File: src/rtl/round_judge.sv
// Purpose : judges one colour-prompt round at a time, with a shrinking answer window and a saturating score.
// Latency : outputs are registered and follow the state one cycle after the input event (LOAD and JUDGE each last one cycle).
// Backpr. : none; start is ignored while a round is running, and submit is ignored outside WAIT.
//
// Ports:
//   clock, resetn         single rising-edge clock; asynchronous active-low reset
//   start                 one-cycle pulse that begins a new game (accepted only in IDLE or OVER)
//   submit, answer[3:0]   one-cycle commit pulse and the player's colour switches
//   expected[3:0]         required colour mask; sampled only in JUDGE
//   new_round             one-cycle pulse on every LOAD cycle, used as the prompt LFSR enable
//   hit, miss             one-cycle result pulses
//   score[6:0]            correct-answer count, saturating at SCORE_MAX
//   busy, game_over       high in LOAD/WAIT/JUDGE, and high in OVER, respectively
module round_judge #(
  parameter int TIMEOUT_CYCLES = 100000000,
  parameter int STEP_CYCLES    = 5000000,
  parameter int MIN_CYCLES     = 25000000,
  parameter int SCORE_MAX      = 99
) (
  input  logic       clock,
  input  logic       resetn,
  input  logic       start,
  input  logic       submit,
  input  logic [3:0] answer,
  input  logic [3:0] expected,
  output logic       new_round,
  output logic       hit,
  output logic       miss,
  output logic [6:0] score,
  output logic       busy,
  output logic       game_over
);

  localparam int TW = $clog2(TIMEOUT_CYCLES + 1);
  localparam logic [TW-1:0] TIMEOUT_W = TW'(TIMEOUT_CYCLES);
  localparam logic [TW-1:0] STEP_W    = TW'(STEP_CYCLES);
  localparam logic [TW-1:0] MIN_W     = TW'(MIN_CYCLES);
  localparam logic [TW-1:0] ONE_W     = TW'(1);
  localparam logic [6:0]    SMAX_W    = 7'(SCORE_MAX);

  typedef enum logic [2:0] {
    IDLE  = 3'd0,
    LOAD  = 3'd1,
    WAIT  = 3'd2,
    JUDGE = 3'd3,
    OVER  = 3'd4
  } state_t;

  state_t        state_q, state_d;
  logic [TW-1:0] timer_q, timer_d;
  logic [TW-1:0] window_q, window_d;
  logic [3:0]    answer_q, answer_d;
  logic [6:0]    score_q, score_d;
  logic          new_round_q, new_round_d;
  logic          hit_q, hit_d;
  logic          miss_q, miss_d;
  logic          busy_q, busy_d;
  logic          game_over_q, game_over_d;

  always_comb begin
    state_d     = state_q;
    timer_d     = timer_q;
    window_d    = window_q;
    answer_d    = answer_q;
    score_d     = score_q;
    new_round_d = 1'b0;
    hit_d       = 1'b0;
    miss_d      = 1'b0;

    case (state_q)
      IDLE, OVER: begin
        if (start) begin
          state_d     = LOAD;
          score_d     = 7'd0;
          window_d    = TIMEOUT_W;
          new_round_d = 1'b1;
        end
      end
      LOAD: begin
        // Counting down to zero gives exactly window_q WAIT cycles.
        state_d = WAIT;
        timer_d = window_q - ONE_W;
      end
      WAIT: begin
        // A submit on the last (timer == 0) cycle still counts.
        if (submit) begin
          answer_d = answer;
          state_d  = JUDGE;
        end else if (timer_q == '0) begin
          state_d = OVER;
          miss_d  = 1'b1;
        end else begin
          timer_d = timer_q - ONE_W;
        end
      end
      JUDGE: begin
        if (answer_q == expected) begin
          state_d     = LOAD;
          hit_d       = 1'b1;
          new_round_d = 1'b1;
          if (score_q < SMAX_W) score_d = score_q + 7'd1;
          // Guard the subtraction so a small window never wraps around.
          if ((window_q >= STEP_W) && ((window_q - STEP_W) >= MIN_W))
            window_d = window_q - STEP_W;
          else
            window_d = MIN_W;
        end else begin
          state_d = OVER;
          miss_d  = 1'b1;
        end
      end
      default: state_d = IDLE;
    endcase

    busy_d      = (state_d == LOAD) || (state_d == WAIT) || (state_d == JUDGE);
    game_over_d = (state_d == OVER);
  end

  always_ff @(posedge clock or negedge resetn) begin
    if (!resetn) begin
      state_q     <= IDLE;
      timer_q     <= '0;
      window_q    <= TIMEOUT_W;
      answer_q    <= 4'd0;
      score_q     <= 7'd0;
      new_round_q <= 1'b0;
      hit_q       <= 1'b0;
      miss_q      <= 1'b0;
      busy_q      <= 1'b0;
      game_over_q <= 1'b0;
    end else begin
      state_q     <= state_d;
      timer_q     <= timer_d;
      window_q    <= window_d;
      answer_q    <= answer_d;
      score_q     <= score_d;
      new_round_q <= new_round_d;
      hit_q       <= hit_d;
      miss_q      <= miss_d;
      busy_q      <= busy_d;
      game_over_q <= game_over_d;
    end
  end

  assign new_round = new_round_q;
  assign hit       = hit_q;
  assign miss      = miss_q;
  assign score     = score_q;
  assign busy      = busy_q;
  assign game_over = game_over_q;

endmodule

File: config.mk
export PLATFORM = sky130hd
export DESIGN_NAME = round_judge
export DESIGN_NICKNAME = d
export VERILOG_FILES = /design/src/rtl/round_judge.sv
export SDC_FILE = /design/constraint.sdc
export NUM_CORES = 1
export LEC_CHECK = 0
export BUFFER_PORTS_ARGS = -buffer_cell sky130_fd_sc_hd__buf_2
export CAP_MARGIN = 10
export CORE_ASPECT_RATIO = 1.2
export CORE_MARGIN = 2
export CORE_UTILIZATION = 40
export DETAILED_ROUTE_END_ITERATION = 10
export GPL_TIMING_DRIVEN = 0
export PLACE_DENSITY = 0.6
export SYNTH_ARGS = -nofsm -noshare
export SYNTH_HDL_FRONTEND = slang
export SYNTH_SLANG_ARGS = --single-unit
File: constraint.sdc
create_clock -name clock -period 3.87 [get_ports clock]
set_clock_uncertainty 0.1 [all_clocks]
set_input_delay 0.387 -clock clock [delete_from_list [all_inputs] [get_ports clock]]
set_output_delay 0.387 -clock clock [all_outputs]
set_load 0.03 [all_outputs]
==> flow_summary.html, run 1 <==
<table>
<tr><th>Metric</th><th>Value</th></tr>
<tr><th colspan="2">Global routing</th></tr>
<tr><td>GRT Util Overall</td><td>0.235</td></tr>
<tr><td>Pin count of the biggest net entering global routing</td><td>between 60 and 70</td></tr>
<tr><td>Met1 Track Usage GR</td><td>0.311</td></tr>
<tr><td>Wire length of the first global-routing pass</td><td>approximately 22000 µm</td></tr>
<tr><td>Grt total ovfl</td><td>0</td></tr>
<tr><td>Met2 usage in global routing</td><td>0.370</td></tr>
<tr><td>Met3 usage in global routing</td><td>0.0399</td></tr>
<tr><td>Antenna violations before repair</td><td>0</td></tr>
<tr><td>Highest-utilization routing layer at the global route stage</td><td>met2</td></tr>
<tr><td>Number of global-route vias before repair</td><td>4248</td></tr>
<tr><th colspan="2">CTS</th></tr>
<tr><td>Clock-pin slew on the worst setup and hold paths</td><td>0.06 ns</td></tr>
<tr><td>Number of hold-repair buffers added at the cts stage</td><td>0</td></tr>
<tr><td>Total clock sinks</td><td>67</td></tr>
<tr><td>Clock tree from TritonCTS</td><td>yes</td></tr>
<tr><td>Max clock buf depth</td><td>2</td></tr>
<tr><td>Maximum level of the CTS H-tree</td><td>3</td></tr>
<tr><td>Root cell of the clock tree</td><td>sky130_fd_sc_hd__clkbuf_16</td></tr>
<tr><td>Insertion delay to the later sink of the worst-skew pair</td><td>around 0.34 ns</td></tr>
<tr><td>Number of buffers inserted during clock tree synthesis</td><td>9</td></tr>
<tr><th colspan="2">Drt</th></tr>
<tr><td>Detail Route Antenna Nets</td><td>0</td></tr>
<tr><td>Length of the first detailed-routing pass in iterations</td><td>5</td></tr>
<tr><td>Total routed wirelength</td><td>13900 µm</td></tr>
<tr><td>Vias</td><td>about 4400</td></tr>
<tr><td>Post-route DRC</td><td>0</td></tr>
<tr><td>Drt initial violations</td><td>298</td></tr>
<tr><td>WL per Instance</td><td>roughly 19 µm</td></tr>
<tr><td>Number of vias per cell after detailed routing</td><td>6.14</td></tr>
<tr><th colspan="2">STA</th></tr>
<tr><td>Setup WS post-layout</td><td>approximately 0.12 ns</td></tr>
<tr><td>Max Transition Viols Final</td><td>0</td></tr>
<tr><td>Final worst path period need</td><td>around 3.7 ns</td></tr>
<tr><td>Final setup vio count</td><td>0</td></tr>
<tr><td>Worst-margin pin slew</td><td>0.869 ns</td></tr>
<tr><td>Hold violation count in the final report</td><td>0</td></tr>
<tr><td>Normalized max-slew margin</td><td>0.421</td></tr>
<tr><td>Fmax</td><td>267 MHz</td></tr>
<tr><td>Fin crit share</td><td>0.968</td></tr>
<tr><th colspan="2">Placed design</th></tr>
<tr><td>Port Buffers</td><td>23</td></tr>
<tr><td>Final RePlAce weighted congestion</td><td>approximately 0.89</td></tr>
<tr><td>Hpwl dp</td><td>9800 µm</td></tr>
<tr><td>Worst-case setup slack after placement</td><td>-0.664 ns</td></tr>
<tr><th colspan="2">Setup path</th></tr>
<tr><td>Type of the worst setup path</td><td>reg -&gt; reg</td></tr>
<tr><td>Critical Path Max Stage Delay</td><td>about 0.42 ns</td></tr>
<tr><td>Maximum net fanout on the critical path</td><td>10</td></tr>
<tr><td>Reg2reg setup slack</td><td>between 0.1 and 0.15 ns</td></tr>
<tr><td>R2r worst-path depth</td><td>15</td></tr>
<tr><td>Required time of the worst setup path</td><td>3.97 ns</td></tr>
<tr><td>Cells along the critical path</td><td>nor3b_2, clkbuf_8, clkbuf_8, buf_4, nand2_1, ha_4, nor2b_2, nand4_1, a211o_1, nand2b_4, nand2b_4, or3_4, or3b_1, a31oi_1, a21oi_1</td></tr>
<tr><td>Endpoint class of the critical path</td><td>register</td></tr>
<tr><td>Startpoint type of the worst setup path</td><td>register</td></tr>
<tr><td>Critical path's top delay family</td><td>simple AND/OR/NAND/NOR gates</td></tr>
<tr><td>Standard cell with the maximum stage delay on the critical path</td><td>sky130_fd_sc_hd__dfrtp_1</td></tr>
<tr><td>Data arrival time of the worst path</td><td>about 3.8 ns</td></tr>
<tr><td>Buffer and inverter count on the worst path</td><td>3</td></tr>
<tr><td>Crit path depth</td><td>15</td></tr>
<tr><th colspan="2">Synth</th></tr>
<tr><td>Count of flip-flops with a built-in enable after synthesis</td><td>0</td></tr>
<tr><td>Gate count after technology mapping</td><td>around 550</td></tr>
<tr><td>Synthesized flop and latch total</td><td>67</td></tr>
<tr><td>Flip-flop cell with the highest count after synthesis</td><td>sky130_fd_sc_hd__dfrtp_1</td></tr>
<tr><td>Leading cell types by total area after synthesis</td><td>sky130_fd_sc_hd__dfrtp_1 (30%), sky130_fd_sc_hd__dfstp_2 (6.9%), sky130_fd_sc_hd__nand2_1 (6.3%)</td></tr>
<tr><td>Syn avg cell area</td><td>8.24 µm²</td></tr>
<tr><td>Seq/Total Area, Yosys</td><td>0.372</td></tr>
<tr><td>Yosys top cell area share</td><td>0.303</td></tr>
<tr><td>Post-synthesis instance area</td><td>between 4000 and 5000 µm²</td></tr>
<tr><td>Post-synthesis async set-or-reset flop share</td><td>1.00</td></tr>
<tr><td>Total of warnings raised by yosys</td><td>0</td></tr>
<tr><td>Area leader, netlist</td><td>sky130_fd_sc_hd__dfrtp_1</td></tr>
<tr><td>Number of distinct library cell variants in the gate-level netlist after synthesis</td><td>76</td></tr>
<tr><td>Post-Syn Nets</td><td>569</td></tr>
<tr><th colspan="2">Power and ir drop</th></tr>
<tr><td>Static Leakage</td><td>2.06 nW</td></tr>
<tr><td>IR drop worst, VDD</td><td>0.214 mV</td></tr>
<tr><td>Power density cells</td><td>651 nW/µm²</td></tr>
<tr><td>Total power draw</td><td>3.36 mW</td></tr>
<tr><th colspan="2">Final layout</th></tr>
<tr><td>Signed area change from the synthesized netlist to the final layout</td><td>13.5%</td></tr>
<tr><td>Nets</td><td>603</td></tr>
<tr><td>N_diodes</td><td>0</td></tr>
<tr><td>Most common cell after layout, fill and taps aside</td><td>sky130_fd_sc_hd__nand2_1</td></tr>
<tr><td>Fraction of layout instances using a drive strength above 1</td><td>0.149</td></tr>
<tr><td>Most frequent cells in the layout</td><td>sky130_fd_sc_hd__nand2_1 (75), sky130_fd_sc_hd__dfrtp_1 (53), sky130_fd_sc_hd__nor2_1 (52), sky130_fd_sc_hd__o21ai_0 (50), sky130_fd_sc_hd__clkbuf_1 (27)</td></tr>
<tr><th colspan="2">Die</th></tr>
<tr><td>Count of boundary I/O pins</td><td>24</td></tr>
<tr><td>Number of cell rows</td><td>42</td></tr>
<tr><td>Area enclosed by the die boundary</td><td>~12000 µm²</td></tr>
<tr><td>Area of the placeable core</td><td>11000 µm²</td></tr>
<tr><td>Horiz. Die Dim</td><td>101 µm</td></tr>
<tr><td>Vert. Die Dim</td><td>121 µm</td></tr>
<tr><td>Initial core utilization</td><td>0.412</td></tr>
<tr><th colspan="2">Run status</th></tr>
<tr><td>Status</td><td>finished clean</td></tr>
<tr><th colspan="2">Hold path</th></tr>
<tr><td>HP Class</td><td>in -&gt; async</td></tr>
<tr><th colspan="2">Job</th></tr>
<tr><td>Number of max-capacitance violations reported</td><td>0</td></tr>
</table>
==> repair_timing <==
action,in CTS,in global routing
setup buffers,0,1
gates resized for setup,11,7
pin swaps,0,2
endpoints found under the setup margin,16,16
==> state kept, by name, indices dropped and copies added, names as in the netlist <==
register	flops
answer_q	4
busy	1
game_over	1
hit	1
miss	1
new_round	1
score	7
state_q	3
timer_q	27
window_q	21
==> report_power, final <==
part | leakage (nW) | total [mW] | internal [mW] | switching, mW
sequential | 0.808 | 1.08 | 0.900 | 0.184
combinational | 1.13 | 1.52 | 0.555 | 0.969
clock | 0.123 | 0.750 | 0.429 | 0.321
==> layout make-up <==
type / count / area (µm²)
Fill cell: 1077 / 5880
Multi-Input combinational cell: 434 / 2680
Sequential cell: 67 / 1690
Clock buffer: 9 / 225
Buffer: 38 / 181
Tap cell: 132 / 165
Timing Repair Buffer: 24 / 125
Clock inverter: 7 / 45.0
Inverter: 12 / 45.0
==> metrics by stage <==
step	util	cell area, µm²	std cells	hold WS (ns)	setup TNS, ns
after floorplan	-	4550	552	-0.00859	0
after global placement	0.437	4830	707	0.390	-2.41
after detailed placement	0.438	4830	707	0.402	-2.95
after CTS	0.465	5130	722	0.109	-0.0384
after global routing	0.468	5160	723	0.153	-0.0212
final	0.468	5160	723	0.0508	0
==> cells in the mapped netlist, types with 5 or more instances <==
cell type                   instances
sky130_fd_sc_hd__nand4_1            6
sky130_fd_sc_hd__o2111ai_1          5
sky130_fd_sc_hd__and2_1             5
sky130_fd_sc_hd__or3_1              6
sky130_fd_sc_hd__o21ai_0           50
sky130_fd_sc_hd__nand2b_1           6
sky130_fd_sc_hd__dfstp_2           12
sky130_fd_sc_hd__nand3_1           18
sky130_fd_sc_hd__nand2_1           76
sky130_fd_sc_hd__xor2_1            15
sky130_fd_sc_hd__mux2i_1           11
sky130_fd_sc_hd__a21oi_1           23
sky130_fd_sc_hd__inv_1             12
sky130_fd_sc_hd__nor2b_1            6
sky130_fd_sc_hd__a31oi_1           17
sky130_fd_sc_hd__nor2_1            52
sky130_fd_sc_hd__o211ai_1          10
sky130_fd_sc_hd__dfrtp_1           55
sky130_fd_sc_hd__a32oi_1            6
sky130_fd_sc_hd__nor3_1            10
sky130_fd_sc_hd__ha_1               5
sky130_fd_sc_hd__clkbuf_1          31
sky130_fd_sc_hd__mux2_2             6
sky130_fd_sc_hd__o22ai_1            5
sky130_fd_sc_hd__o21a_1            10
==> cells by family after synthesis <==
logic type      Yosys count  synth area share
compound gates          176             0.259
xor+xnor                 18            0.0347
fa+ha+maj                 5            0.0138
buf+inv                  51            0.0454
flops                    67             0.372
mux                      17            0.0391
simple gates            218             0.236
==> worst paths after layout <==
check,from,endpoint
worst max register to register,state_q[1]$_DFF_PN0_,timer_q[26]$_DFFE_PN0P_
worst min register to register,timer_q[25]$_DFFE_PN0P_,timer_q[25]$_DFFE_PN0P_
worst max-delay path,state_q[1]$_DFF_PN0_,timer_q[26]$_DFFE_PN0P_
max in group asynchronous,resetn,window_q[6]$_DFFE_PN0P_
worst min-delay path,resetn,game_over$_DFF_PN0_
min in group clock,answer[1],answer_q[1]$_DFFE_PN0P_
==> metal layers <==
layer  share of wire  routed length [µm]  up-vias
li1                -                   -     2097
met1            0.44                6130     2159
met2            0.47                6500      147
met3           0.051                 709       35
met4           0.039                 545        0
met5               0                   0        -
No activity file was read; power rests on OpenSTA's default activity.
==> inputs of run 2 (changes only) <==
Settings changed: RECOVER_POWER set to 50.
==> flow_summary.html, run 2 (synthesis gave the netlist of run 1 again) <==
<table>
<tr><th>Metric</th><th>Value</th></tr>
<tr><th colspan="2">Final layout</th></tr>
<tr><td>N_diodes</td><td>0</td></tr>
<tr><td>Nets</td><td>603</td></tr>
<tr><td>Non-Filler Cell Area, Final</td><td>5150 µm²</td></tr>
<tr><td>Most common cell after layout, fill and taps aside</td><td>sky130_fd_sc_hd__nand2_1</td></tr>
<tr><td>Fraction of layout instances using a drive strength above 1</td><td>0.140</td></tr>
<tr><td>Signed area change from the synthesized netlist to the final layout</td><td>13.3%</td></tr>
<tr><td>Fill cell count</td><td>1080</td></tr>
<tr><td>Most frequent cells in the layout</td><td>sky130_fd_sc_hd__nand2_1 (75), sky130_fd_sc_hd__dfrtp_1 (53), sky130_fd_sc_hd__nor2_1 (52), sky130_fd_sc_hd__o21ai_0 (50), sky130_fd_sc_hd__clkbuf_1 (32)</td></tr>
<tr><td>Register with the highest flop count</td><td>timer_q</td></tr>
<tr><td>Number of flip-flops under the largest register name</td><td>27</td></tr>
<tr><th colspan="2">STA</th></tr>
<tr><td>Hold violation count in the final report</td><td>0</td></tr>
<tr><td>Final worst path period need</td><td>3.75 ns</td></tr>
<tr><td>Fin crit share</td><td>0.968</td></tr>
<tr><td>Final setup vio count</td><td>0</td></tr>
<tr><td>Worst-margin pin slew</td><td>1.70 ns</td></tr>
<tr><td>Fmax</td><td>267 MHz</td></tr>
<tr><td>Normalized max-slew margin</td><td>-0.134</td></tr>
<tr><td>Max Transition Viols Final</td><td>between 60 and 70</td></tr>
<tr><th colspan="2">Setup path</th></tr>
<tr><td>Data arrival time of the worst path</td><td>roughly 3.8 ns</td></tr>
<tr><td>Type of the worst setup path</td><td>reg -&gt; reg</td></tr>
<tr><td>Endpoint class of the critical path</td><td>register</td></tr>
<tr><td>Startpoint type of the worst setup path</td><td>register</td></tr>
<tr><td>Maximum net fanout on the critical path</td><td>10</td></tr>
<tr><td>Required time of the worst setup path</td><td>3.97 ns</td></tr>
<tr><th colspan="2">Global routing</th></tr>
<tr><td>Grt total ovfl</td><td>0</td></tr>
<tr><td>Antenna violations before repair</td><td>0</td></tr>
<tr><td>Number of global-route vias before repair</td><td>4248</td></tr>
<tr><td>GRT Util Overall</td><td>0.235</td></tr>
<tr><td>Pin count of the biggest net entering global routing</td><td>68</td></tr>
<tr><td>Wire length of the first global-routing pass</td><td>22100 µm</td></tr>
<tr><th colspan="2">Run status</th></tr>
<tr><td>Violated checks</td><td>max-capacitance violations, max-slew violations</td></tr>
<tr><td>Status</td><td>complete, but fails checks</td></tr>
<tr><th colspan="2">Drt</th></tr>
<tr><td>Vias</td><td>4427</td></tr>
<tr><td>Detail Route Antenna Nets</td><td>0</td></tr>
<tr><td>Total routed wirelength</td><td>13900 µm</td></tr>
<tr><td>WL per Instance</td><td>19.2 µm</td></tr>
<tr><td>Number of vias per cell after detailed routing</td><td>approximately 6.1</td></tr>
<tr><td>Post-route DRC</td><td>0</td></tr>
<tr><td>Drt initial violations</td><td>300</td></tr>
<tr><td>Length of the first detailed-routing pass in iterations</td><td>6</td></tr>
<tr><th colspan="2">CTS</th></tr>
<tr><td>Clock-pin slew on the worst setup and hold paths</td><td>0.06 ns</td></tr>
<tr><td>Total clock sinks</td><td>67</td></tr>
<tr><td>Number of buffers inserted during clock tree synthesis</td><td>9</td></tr>
<tr><td>Max clock buf depth</td><td>2</td></tr>
<tr><td>Insertion delay to the later sink of the worst-skew pair</td><td>between 0.3 and 0.4 ns</td></tr>
<tr><td>Clock tree from TritonCTS</td><td>yes</td></tr>
<tr><td>Maximum level of the CTS H-tree</td><td>3</td></tr>
<tr><td>Root cell of the clock tree</td><td>sky130_fd_sc_hd__clkbuf_16</td></tr>
<tr><th colspan="2">Placed design</th></tr>
<tr><td>Port Buffers</td><td>23</td></tr>
<tr><td>Final RePlAce weighted congestion</td><td>0.888</td></tr>
<tr><td>Area post-placement</td><td>4830 µm²</td></tr>
<tr><td>Hpwl dp</td><td>9800 µm</td></tr>
<tr><th colspan="2">Die</th></tr>
<tr><td>Count of boundary I/O pins</td><td>24</td></tr>
<tr><td>Horiz. Die Dim</td><td>101 µm</td></tr>
<tr><td>Initial core utilization</td><td>0.412</td></tr>
<tr><td>Area enclosed by the die boundary</td><td>12200 µm²</td></tr>
<tr><td>Number of cell rows</td><td>42</td></tr>
<tr><td>Vert. Die Dim</td><td>121 µm</td></tr>
<tr><td>Area of the placeable core</td><td>between 10000 and 15000 µm²</td></tr>
<tr><th colspan="2">Power and ir drop</th></tr>
<tr><td>Power density cells</td><td>around 650 nW/µm²</td></tr>
<tr><td>IR drop worst, VDD</td><td>0.214 mV</td></tr>
<tr><td>Static Leakage</td><td>2.04 nW</td></tr>
<tr><td>Total power draw</td><td>3.36 mW</td></tr>
<tr><th colspan="2">Job</th></tr>
<tr><td>Number of max-capacitance violations reported</td><td>1</td></tr>
<tr><th colspan="2">Hold path</th></tr>
<tr><td>HP Class</td><td>in -&gt; reg</td></tr>
</table>
[run 2: cell types whose count changed in the layout (fill, tap and decap cells not counted), sizes merged]
cell	change
buf	-6
clkbuf	+6
[run 2: repair_timing]
action	in CTS	in global routing
hold buffers	0	0
cloned	0	0
buffers inserted	0	1
endpoints found under the setup margin	16	16
pin swaps	0	2
gates resized for setup	11	7
[run 2: layout make-up]
class | count | area, µm² | area share
Tap cell | 132 | 165 | 0.0321
Inverter | 12 | 45.0 | 0.00874
Multi-Input combinational cell | 434 | 2680 | 0.520
Clock buffer | 9 | 225 | 0.0437
Clock inverter | 7 | 45.0 | 0.00874
Timing Repair Buffer | 24 | 116 | 0.0226
Sequential cell | 67 | 1690 | 0.329
Buffer | 38 | 181 | 0.0352
[run 2: power breakdown]
group          switching (mW)  internal, mW  leakage [nW]  total [mW]
Sequential              0.184         0.901         0.808        1.08
Clock                   0.322         0.429         0.123       0.751
Combinational           0.970         0.551          1.11        1.52
Total                    1.48          1.88          2.04        3.36
[run 2: metrics by stage]
step           hold WS, ns  TNS [ns]  setup slack, ns   util  instances
6_report             0.179         0            0.124  0.467        723
5_1_grt              0.181   -0.0212          -0.0212  0.467        723
4_1_cts              0.109   -0.0384          -0.0384  0.465        722
3_5_place_dp         0.402     -2.95           -0.664  0.438        707
3_3_place_gp         0.390     -2.41           -0.587  0.437        707
2_1_floorplan     -0.00859         0            0.136      -        552
[run 2: final timing paths]
path	from	end	slack [ns]	cells past startpoint
max in group asynchronous	resetn	window_q[6]$_DFFE_PN0P_	2.13	1
min in group asynchronous	resetn	game_over$_DFF_PN0_	0.38	1
min	answer[1]	answer_q[1]$_DFFE_PN0P_	0.18	2
min reg2reg	timer_q[25]$_DFFE_PN0P_	timer_q[25]$_DFFE_PN0P_	0.41	1
max	state_q[1]$_DFF_PN0_	timer_q[26]$_DFFE_PN0P_	0.12	15
max reg2reg	state_q[1]$_DFF_PN0_	timer_q[26]$_DFFE_PN0P_	0.12	15
[run 2: critical path, stage by stage, from the launching register on]
cell	delay, ns
sky130_fd_sc_hd__dfrtp_1	0.42
sky130_fd_sc_hd__nor3b_2	0.22
sky130_fd_sc_hd__clkbuf_8	0.18
sky130_fd_sc_hd__clkbuf_8	0.18
sky130_fd_sc_hd__buf_4	0.19
sky130_fd_sc_hd__nand2_1	0.12
sky130_fd_sc_hd__ha_4	0.18
sky130_fd_sc_hd__nor2b_2	0.18
sky130_fd_sc_hd__nand4_1	0.16
sky130_fd_sc_hd__a211o_1	0.33
sky130_fd_sc_hd__nand2b_4	0.18
sky130_fd_sc_hd__nand2b_4	0.18
sky130_fd_sc_hd__or3_4	0.40
sky130_fd_sc_hd__or3b_1	0.35
sky130_fd_sc_hd__a31oi_1	0.17
sky130_fd_sc_hd__a21oi_1	0.06
[run 2: routing by layer]
layer,wire length [µm],track usage,vias up
met4,545,0.113,0
li1,-,-,2095
met5,0,0,-
met3,718,0.0399,35
met1,6140,0.311,2155
met2,6480,0.370,142
